### src/rtl/store_queue_fwd.sv
// rtl/store_queue_fwd.sv - in-order store queue with commit, drain and store-to-load forwarding
// Entries are held from dispatch through commit; committed entries drain one at a time.
module store_queue_fwd #(
  parameter int SQ_DEPTH  = 8,
  parameter int ROB_IDX_W = 4,
  parameter int PTR_W     = $clog2(SQ_DEPTH) + 1
) (
  input  logic                 clk,
  input  logic                 rst_n,
  input  logic                 alloc_valid,
  output logic                 alloc_ready,
  input  logic [ROB_IDX_W-1:0] alloc_rob_idx,
  input  logic [1:0]           alloc_size,
  output logic [PTR_W-1:0]     alloc_sq_ptr,
  input  logic                 wr_valid,
  input  logic [PTR_W-1:0]     wr_sq_ptr,
  input  logic [31:0]          wr_addr,
  input  logic [31:0]          wr_data,
  input  logic                 commit_valid,
  input  logic                 flush_valid,
  input  logic                 fwd_valid,
  input  logic [31:0]          fwd_addr,
  input  logic [1:0]           fwd_size,
  input  logic [PTR_W-1:0]     fwd_sq_ptr,
  output logic                 fwd_hit,
  output logic [31:0]          fwd_data,
  output logic                 fwd_stall,
  output logic                 st_valid,
  input  logic                 st_ready,
  output logic [31:0]          st_addr,
  output logic [2:0]           st_size,
  output logic [63:0]          st_wdata,
  output logic [7:0]           st_wstrb,
  input  logic                 st_resp_valid,
  output logic                 st_resp_ready,
  output logic                 empty
);
  localparam int IDX_W = PTR_W - 1;

  typedef enum logic [1:0] {S_IDLE, S_REQ, S_RESP} drain_state_e;

  logic [ROB_IDX_W-1:0] rob_idx_q [SQ_DEPTH];
  logic [ROB_IDX_W-1:0] rob_idx_d [SQ_DEPTH];
  logic [1:0]           size_q [SQ_DEPTH];
  logic [1:0]           size_d [SQ_DEPTH];
  logic [31:0]          addr_q [SQ_DEPTH];
  logic [31:0]          addr_d [SQ_DEPTH];
  logic [31:0]          data_q [SQ_DEPTH];
  logic [31:0]          data_d [SQ_DEPTH];
  logic                 addr_rdy_q [SQ_DEPTH];
  logic                 addr_rdy_d [SQ_DEPTH];
  logic                 data_rdy_q [SQ_DEPTH];
  logic                 data_rdy_d [SQ_DEPTH];

  logic [PTR_W-1:0] head_q, head_d, cmt_q, cmt_d, tail_q, tail_d;
  drain_state_e     state_q, state_d;

  logic [PTR_W-1:0] count, wr_off, uncmt_cnt;
  logic             full, alloc_fire, wr_in_region;
  logic [IDX_W-1:0] head_idx, tail_idx, wr_idx;
  logic             unused_rob_idx;

  function automatic logic [2:0] size_bytes(input logic [1:0] s);
    case (s)
      2'd0:    return 3'd1;
      2'd1:    return 3'd2;
      default: return 3'd4;
    endcase
  endfunction

  assign count        = tail_q - head_q;
  assign full         = (count == PTR_W'(SQ_DEPTH));
  assign alloc_ready  = !full;
  assign alloc_sq_ptr = tail_q;
  assign empty        = (head_q == tail_q);
  assign alloc_fire   = alloc_valid && alloc_ready && !flush_valid;
  assign head_idx     = head_q[IDX_W-1:0];
  assign tail_idx     = tail_q[IDX_W-1:0];
  assign wr_idx       = wr_sq_ptr[IDX_W-1:0];
  // Modular offsets keep the uncommitted-region test correct across the wrap bit.
  assign wr_off       = wr_sq_ptr - cmt_q;
  assign uncmt_cnt    = tail_q - cmt_q;
  assign wr_in_region = (wr_off < uncmt_cnt);

  always_comb begin
    unused_rob_idx = 1'b0;
    for (int i = 0; i < SQ_DEPTH; i++) unused_rob_idx = unused_rob_idx ^ (^rob_idx_q[i]);
  end

  always_comb begin
    rob_idx_d  = rob_idx_q;
    size_d     = size_q;
    addr_d     = addr_q;
    data_d     = data_q;
    addr_rdy_d = addr_rdy_q;
    data_rdy_d = data_rdy_q;
    head_d     = head_q;
    cmt_d      = cmt_q;
    tail_d     = tail_q;
    if (commit_valid && (cmt_q != tail_q)) cmt_d = cmt_q + 1'b1;
    if (flush_valid) begin
      tail_d = cmt_d;
    end else begin
      if (alloc_fire) begin
        rob_idx_d[tail_idx]  = alloc_rob_idx;
        size_d[tail_idx]     = alloc_size;
        addr_rdy_d[tail_idx] = 1'b0;
        data_rdy_d[tail_idx] = 1'b0;
        tail_d               = tail_q + 1'b1;
      end
      if (wr_valid && wr_in_region) begin
        addr_d[wr_idx]     = wr_addr;
        data_d[wr_idx]     = wr_data;
        addr_rdy_d[wr_idx] = 1'b1;
        data_rdy_d[wr_idx] = 1'b1;
      end
    end
    if ((state_q == S_RESP) && st_resp_valid) head_d = head_q + 1'b1;
  end

  always_comb begin
    state_d       = state_q;
    st_valid      = 1'b0;
    st_resp_ready = 1'b0;
    case (state_q)
      S_IDLE: if (head_q != cmt_q) state_d = S_REQ;
      S_REQ: begin
        st_valid = 1'b1;
        if (st_ready) state_d = S_RESP;
      end
      S_RESP: begin
        st_resp_ready = 1'b1;
        if (st_resp_valid) state_d = S_IDLE;
      end
      default: state_d = S_IDLE;
    endcase
  end

  always_ff @(posedge clk or negedge rst_n) begin
    if (!rst_n) begin
      head_q  <= '0;
      cmt_q   <= '0;
      tail_q  <= '0;
      state_q <= S_IDLE;
      for (int i = 0; i < SQ_DEPTH; i++) begin
        rob_idx_q[i]  <= '0;
        size_q[i]     <= '0;
        addr_q[i]     <= '0;
        data_q[i]     <= '0;
        addr_rdy_q[i] <= 1'b0;
        data_rdy_q[i] <= 1'b0;
      end
    end else begin
      head_q     <= head_d;
      cmt_q      <= cmt_d;
      tail_q     <= tail_d;
      state_q    <= state_d;
      rob_idx_q  <= rob_idx_d;
      size_q     <= size_d;
      addr_q     <= addr_d;
      data_q     <= data_d;
      addr_rdy_q <= addr_rdy_d;
      data_rdy_q <= data_rdy_d;
    end
  end

  logic [31:0] wdata_aligned;
  logic [7:0]  strb_base;

  assign st_addr       = addr_q[head_idx];
  assign st_size       = {1'b0, size_q[head_idx]};
  assign wdata_aligned = data_q[head_idx] << {addr_q[head_idx][1:0], 3'b000};
  assign st_wdata      = {2{wdata_aligned}};
  assign st_wstrb      = strb_base << st_addr[2:0];

  always_comb begin
    case (size_q[head_idx])
      2'd0:    strb_base = 8'h01;
      2'd1:    strb_base = 8'h03;
      default: strb_base = 8'h0F;
    endcase
  end

  logic [PTR_W-1:0] n_cand;
  logic [IDX_W-1:0] cidx;
  logic [32:0]      ld_lo, ld_hi, st_lo, st_hi;
  logic             any_unrdy, match, m_cover, m_drdy;
  logic [1:0]       m_shift;
  logic [31:0]      m_data, ld_mask;

  // Ascending scan from head: a later (younger) overlapping entry overwrites an older match.
  always_comb begin
    fwd_hit   = 1'b0;
    fwd_stall = 1'b0;
    fwd_data  = '0;
    any_unrdy = 1'b0;
    match     = 1'b0;
    m_cover   = 1'b0;
    m_drdy    = 1'b0;
    m_shift   = '0;
    m_data    = '0;
    cidx      = '0;
    st_lo     = '0;
    st_hi     = '0;
    n_cand    = fwd_sq_ptr - head_q;
    ld_lo     = {1'b0, fwd_addr};
    ld_hi     = ld_lo + 33'(size_bytes(fwd_size));
    case (fwd_size)
      2'd0:    ld_mask = 32'h0000_00FF;
      2'd1:    ld_mask = 32'h0000_FFFF;
      default: ld_mask = 32'hFFFF_FFFF;
    endcase
    for (int k = 0; k < SQ_DEPTH; k++) begin
      cidx  = head_idx + IDX_W'(k);
      st_lo = {1'b0, addr_q[cidx]};
      st_hi = st_lo + 33'(size_bytes(size_q[cidx]));
      if (PTR_W'(k) < n_cand) begin
        if (!addr_rdy_q[cidx]) begin
          any_unrdy = 1'b1;
        end else if ((st_lo < ld_hi) && (ld_lo < st_hi)) begin
          match   = 1'b1;
          m_cover = (st_lo <= ld_lo) && (ld_hi <= st_hi);
          m_drdy  = data_rdy_q[cidx];
          m_shift = ld_lo[1:0] - st_lo[1:0];
          m_data  = data_q[cidx];
        end
      end
    end
    if (fwd_valid) begin
      if (any_unrdy) begin
        fwd_stall = 1'b1;
      end else if (match) begin
        if (m_cover && m_drdy) begin
          fwd_hit  = 1'b1;
          fwd_data = (m_data >> {m_shift, 3'b000}) & ld_mask;
        end else begin
          fwd_stall = 1'b1;
        end
      end
    end
  end

  a_commit_addr_rdy: assert property (@(posedge clk) disable iff (!rst_n)
    (commit_valid && (cmt_q != tail_q)) |-> addr_rdy_q[cmt_q[IDX_W-1:0]]);

endmodule

### config.mk
export PLATFORM = sky130hd
export DESIGN_NAME = store_queue_fwd
export DESIGN_NICKNAME = d
export VERILOG_FILES = /design/src/rtl/store_queue_fwd.sv
export SDC_FILE = /design/constraint.sdc
export NUM_CORES = 2
export LEC_CHECK = 0
export BUFFER_PORTS_ARGS = -buffer_cell sky130_fd_sc_hd__buf_2
export CORE_AREA = 2 2 439 441
export DETAILED_ROUTE_END_ITERATION = 6
export DIE_AREA = 0 0 441 443
export GPL_TIMING_DRIVEN = 0
export SLEW_MARGIN = 20
export SYNTH_ARGS = -nofsm -noshare
export SYNTH_HDL_FRONTEND = slang
export SYNTH_SLANG_ARGS = --single-unit
### constraint.sdc
create_clock -name clk -period 22.4 [get_ports clk]
set_input_delay 6.72 -clock clk [delete_from_list [all_inputs] [get_ports clk]]
set_output_delay 6.72 -clock clk [all_outputs]
set_load 0.01 [all_outputs]
=== Yosys cells after proc, flatten, opt, wreduce, memory -nomap -nowiden ===
Index checks and enable logic that the tools add are counted.

* Bits in registers: 558
* Output and inout port bits: 149
* Word-level logic and storage cells: 511

* $add $sub $neg: 31
* Order comparisons: 53
* Equal/unequal tests: 18
* Shift operators: 3
* Multiplexer cells: 305
* Bitwise logic cells: 17
* Reductions and logical operators: 40

{| class="wikitable"
|+ Operator list
! kind !! count
|-
| two-way mux 32 bit || 61
|-
| binary-select mux 32 bit (select 3 bit) || 16
|-
| less-than comparator 32 x 33 -> 1 bit || 16
|-
| bitwise mux 256 bit || 2
|-
| adder 32 x 3 -> 33 bit || 9
|-
| less-or-equal comparator 33 bit || 8
|-
| less-or-equal comparator 32 bit || 8
|-
| two-way mux 1 bit || 132
|-
| demux 32 bit (select 3 bit) || 1
|-
| two-way mux 2 bit || 44
|-
| case mux 32 bit (2 select lines) || 1
|-
| case mux 3 bit (2 select lines) || 9
|-
| binary-select mux 1 bit (select 3 bit) || 16
|-
| binary-select mux 2 bit (select 3 bit) || 8
|-
| two-way mux 8 bit || 6
|-
| >= comparator 4 bit (second input constant) || 10
|-
| inverter 3 -> 4 bit || 10
|-
| bitwise AND 32 bit || 1
|-
| left shift 32 x 5 -> 32 bit || 1
|-
| right shift 32 x 5 -> 32 bit || 1
|-
| logical AND 1 bit || 24
|-
| equality test 2 x 1 -> 1 bit (second input constant) || 10
|-
| zero test 2 bit || 10
|-
| bitwise AND 8 bit || 2
|-
| other kinds (30) || 61
|}

=== Longest topological paths before layout ===
* Depth in word-level cells: 39
* Gate-level depth with buffers: 54
* Gate-level depth less buffers: 34

=== Least setup slack after synthesis ===
Ideal clock, no wire load.

* Path type: input to output
* Start: input port fwd_size[1]
* End: output port fwd_data[3]
* Arrival: 12.767 ns
* Setup slack: 2.913 ns
* Stages: 25
* Path buffers: 2
* Cells stage by stage: nor2_1 > ha_1 > fa_1 > a21oi_1 > nor3b_1 > nand4b_1 > or4_1 > xnor2_1 > inv_1 > ha_1 > a2111oi_0 > o21ai_0 > a21oi_1 > o311ai_0 > o221a_1 > a221oi_2 > o21a_1 > buf_2 > or2_2 > a211oi_2 > o31ai_4 > buf_4 > mux2i_1 > nor2_1 > a211oi_1

* Word-level cells in the longest chain between the ends: 35
* Elaborated cells on any way between the ends: 163

{| class="wikitable"
|+ Ends and longest elaborated chain
! what !! line !! text
|-
| start: declaration || 23 || <nowiki>input logic [1:0] fwd_size,</nowiki>
|-
| equality test 2 x 1 -> 1 bit or zero test 2 bit (tied branches) || 64 || <nowiki>case (s)</nowiki>
|-
| case mux 3 bit (2 select lines) * || 64 ||
|-
| adder 32 x 3 -> 33 bit * || 207 || <nowiki>ld_hi = ld_lo + 33'(size_bytes(fwd_size));</nowiki>
|-
| less-than comparator 32 x 33 -> 1 bit || 220 || <nowiki>end else if ((st_lo < ld_hi) && (ld_lo < st_hi)) begin</nowiki>
|-
| logical AND 1 bit || 220 ||
|-
| two-way mux 32 bit or two-way mux 2 bit (tied branches) || 220 ||
|-
| two-way mux 32 bit or two-way mux 2 bit (tied branches) || 218 || <nowiki>if (!addr_rdy_q[cidx]) begin</nowiki>
|-
| two-way mux 32 bit or two-way mux 2 bit (tied branches) || 217 || <nowiki>if (PTR_W'(k) < n_cand) begin</nowiki>
|-
| [19 not listed] || - ||
|-
| two-way mux 32 bit or two-way mux 2 bit (tied branches) || 218 ||
|-
| two-way mux 32 bit or two-way mux 2 bit (tied branches) || 217 ||
|-
| right shift 32 x 5 -> 32 bit || 235 || <nowiki>fwd_data = (m_data >> {m_shift, 3'b000}) & ld_mask;</nowiki>
|-
| bitwise AND 32 bit || 235 ||
|-
| two-way mux 32 bit || 233 || <nowiki>if (m_cover && m_drdy) begin</nowiki>
|-
| two-way mux 32 bit * || 232 || <nowiki>end else if (match) begin</nowiki>
|-
| two-way mux 32 bit * || 230 || <nowiki>if (any_unrdy) begin</nowiki>
|-
| two-way mux 32 bit * || 229 || <nowiki>if (fwd_valid) begin</nowiki>
|-
| end: declaration || 26 || <nowiki>output logic [31:0] fwd_data,</nowiki>
|}

Mark *: on every way between the ends. The rest lies on a longest branch, timed or not.

=== Worst setup path after layout ===
* Start: register head_q[1]
* End: output port fwd_data[1]

* Word-level cells in the longest chain between the ends: 39
* Elaborated cells on any way between the ends: 375

{| class="wikitable"
|+ Ends and longest elaborated chain
! what !! line !! text
|-
| start: declaration || 55 || <nowiki>logic [PTR_W-1:0] head_q, head_d, cmt_q, cmt_d, tail_q, tail_d;</nowiki>
|-
| start signal: assignment || 141 || <nowiki>head_q <= '0;</nowiki>
|-
| start signal: assignment || 154 || <nowiki>head_q <= head_d;</nowiki>
|-
| parallel branches: the longest is 37 deep, another holds adder 32 x 3 -> 33 bit || - ||
|-
| two-way mux 32 bit * || 230 ||
|-
| two-way mux 32 bit * || 229 ||
|}

Mark *: on every way between the ends. The select of a mux whose other input is x is not followed.

==> impl_metrics.yaml <==
drt:
  routed_wl_um: 472700
  vias: 76170
  detail_route.iter0.violations: 10420
  firstDrtPassIters: 7
  post_drt_wl_per_cell_um: 44.01
  vias_per_cell: 7.091
  drc: 0
  ant_nets: 0
timing:
  drv_slew: 0
  rsz0062_at_grt: "no"
  setup_violations: 33
  period_share_pct: 101.7
  hold_slack_ns: 0.4881
  fin_ws_ns: -0.3773
  tightestPinTransition_ns: 1.287
  hold_violations: 0
  finClkSkew_ns: 0.04495
  period_minus_slack_ns: 22.78
  slew_headroom_pct: 11.76
  fmax_mhz: 43.90
worst_setup_path:
  cp.arrival_ns: 16.06
  cp-end-kind: "primary output"
  max_stage_delay_ns: 0.59
  crit_slowest_cell: "dfrtp_1"
  critPathLaunchType: "flop"
  cp.required_ns: 15.68
  reg2reg_depth: 18
  critical_path_class: "reg -> out"
  crit_fanout: 28
  cpMostUsedCell: "buf_4"
final_layout:
  final_nets: 9338
  fill_cells: 18420
  layout-drive-gt1-share_pct: 24.80
  seq_area_um2: 13960
  post-route-util_pct: 44.16
  multi_input_area_um2: 59250
  area_growth_pct: 11.52
floorplan:
  core_area_um2: 191200
  dieArea_um2: 195400
  die_h_um: 443
  initial_core_util_pct: 39.60
  die_w_um: 441
  io_pins: 270
  placementRows: 161
clock_network:
  clkTransAtPathRegs_ns: 0.07
  htreeDepth: 2
  cts_root_buffer: "clkbuf_16"
  insertion_delay_ns: 0.71
  cts_tree: "built"
  cts-buffers-inserted: 60
  clk_path_buf_depth: 3
  clock-sinks: 558
  cts_hold_buf: 0
synthesis:
  yosysSeqAreaShare_pct: 18.44
  synth_top_cell_by_area: "dfrtp_1"
  synthTopCellsByArea: "dfrtp_1 18%, ha_1 18%, mux4_2 15%"
  avgSynthCellArea_um2: 9.765
  synth-seq-cells: 558
  synth_top_area_share_pct: 18.44
  syn-num-nets: 8956
  synth-edff-count: 0
  yosysUniqueCellTypes: 123
  async_flop_share_pct: 100.0
  yosys_most_used_dff: "dfrtp_1"
  synth_cells: 7753
  mappedNetlistArea_um2: 75710
  synth_warnings: 0
placement:
  finalWeightedCongestion: 1.130
  dp_hpwl_um: 386100
  portBuffers: 264
grt:
  grt_pass1_wl_um: 624100
  track_usage_pct: 47.04
  overflow: 0
  antenna_found_initial: 51
  grt_pass1_vias: 72240
  grt_max_degree: 102
status:
  violations: "negative setup slack"
  outcome: "complete, but fails checks"
job:
  cap_violations: 0
min_path:
  min_path_cells: 1
  hold_class: "reg -> reg"
==> final cells by class <==
class / instances / share of cell area [%]
clock buffers: 81 / 2.076
multi-input cells: 6538 / 70.18
repair buffers: 332 / 2.663
inverters: 252 / 1.129
diodes: 30 / 0.08892
clock inverters: 31 / 0.4742
well taps: 2526 / 3.743
flip-flops and latches: 558 / 16.54
plain buffers: 393 / 3.105
==> per-stage QoR <==
| step | TNS (ns) | std cells | cell area [µm²] | setup slack (ns) |
|---|---|---|---|---|
| 3_3_place_gp | -357.05 | 10540 | 80190 | -10.95 |
| 2_1_floorplan | 0 | 7753 | 75710 | 2.913 |
| 6_report | -6.261 | 10740 | 84430 | -0.3773 |
| 5_1_grt | 0 | 10720 | 84370 | 0.006880 |
| 4_1_cts | 0 | 10710 | 84180 | 0.006713 |
| 3_5_place_dp | -246.41 | 10590 | 81330 | -7.551 |
==> layer usage <==
layer  track usage (%)  up-vias  part of all wire [%]
met5                 0        -                 0.030
met3             18.29     1676                    13
met2             68.32     5723                    41
li1                  -    30540                     -
met1             54.36    38200                    35
met4             39.01       22                    11
==> final timing paths <==
check                                        from                           to  slack (ns)
setup reg to reg            head_q[2]$_DFFE_PN0P_        size_q[1]$_DFFE_PN0P_       14.03
min in group asynchronous                   rst_n  alloc_sq_ptr[3]$_DFFE_PN0P_        5.97
max in group asynchronous                   rst_n       addr_q[34]$_DFFE_PN0P_       14.50
hold / removal             state_q[1]$_DFFE_PN0P_       state_q[0]$_DFFE_PN0P_        0.49
hold reg to reg            state_q[1]$_DFFE_PN0P_       state_q[0]$_DFFE_PN0P_        0.49
setup / recovery            head_q[1]$_DFFE_PN0P_                  fwd_data[1]       -0.38
==> timing repair <==
action,4_1_cts,5_1_grt
gates resized for setup,138,30
pin swaps,12,5
hold endpoints to repair,0,0
setup endpoints to repair,34,34
setup buffers,21,4
==> sequential cells by signal (all words and copies together) (netlist names) <==
signal and count:
cmt_q 4, addr_rdy_q 8, data_q 256, state_q 2, size_q 16, addr_q 256
head_q 4, data_rdy_q 8, alloc_sq_ptr 4
==> Yosys cell counts (all sizes together) (26+ instances only) <==
cell type,number
mux2i,306
nand2b,42
o22ai,29
a2111oi,36
mux4,525
nor3b,26
nor2b,68
buf,247
o21a,57
nand3,207
nand4,192
inv,252
nor4,38
a21o,199
o21ai,336
and2,33
dfrtp,558
xor2,68
o221ai,50
a21oi,392
nor2,330
xnor2,224
mux2,617
clkbuf,158
and3,66
a31oi,47
o211ai,52
nand2,1017
a211oi,85
and4,30
nor3,100
ha,1070
==> cells by family (layout without fill, tap and decap cells) <==
family	after synthesis	after routing	share of synthesized area, %
compound gates	1479	1479	12.83
flops	558	558	18.44
mux	1448	1448	28.93
fa+ha+maj	1082	1082	18.00
buf+inv	657	1089	4.404
other cells	1	31	0.004953
simple gates	2236	2236	14.00
xor+xnor	292	292	3.388
==> worst max-delay path, delay by kind of cell (launching register included) <==
kind | cells | cell delay, ns
AND/OR/NAND/NOR | 12 | 3.21
flip-flops | 1 | 0.59
buffers and inverters | 19 | 6.99
adder cells (fa/ha/maj) | 3 | 0.99
XOR/XNOR | 2 | 0.39
AO/OA/AOI/OAI | 10 | 2.52
multiplexers | 2 | 0.37
==> placed cells by master (no fill, tap or decap), types with 300 or more instances in the layout <==
cell type  count
a21oi_1      381
buf_2        341
dfrtp_1      557
ha_1        1069
mux2_2       612
mux2i_1      300
mux4_2       507
nand2_1     1016
nor2_1       323
o21ai_0      326
Power is left out: the tool's default activity adds up to more than one toggle a clock period on the data nets, which glitch-free logic cannot reach.
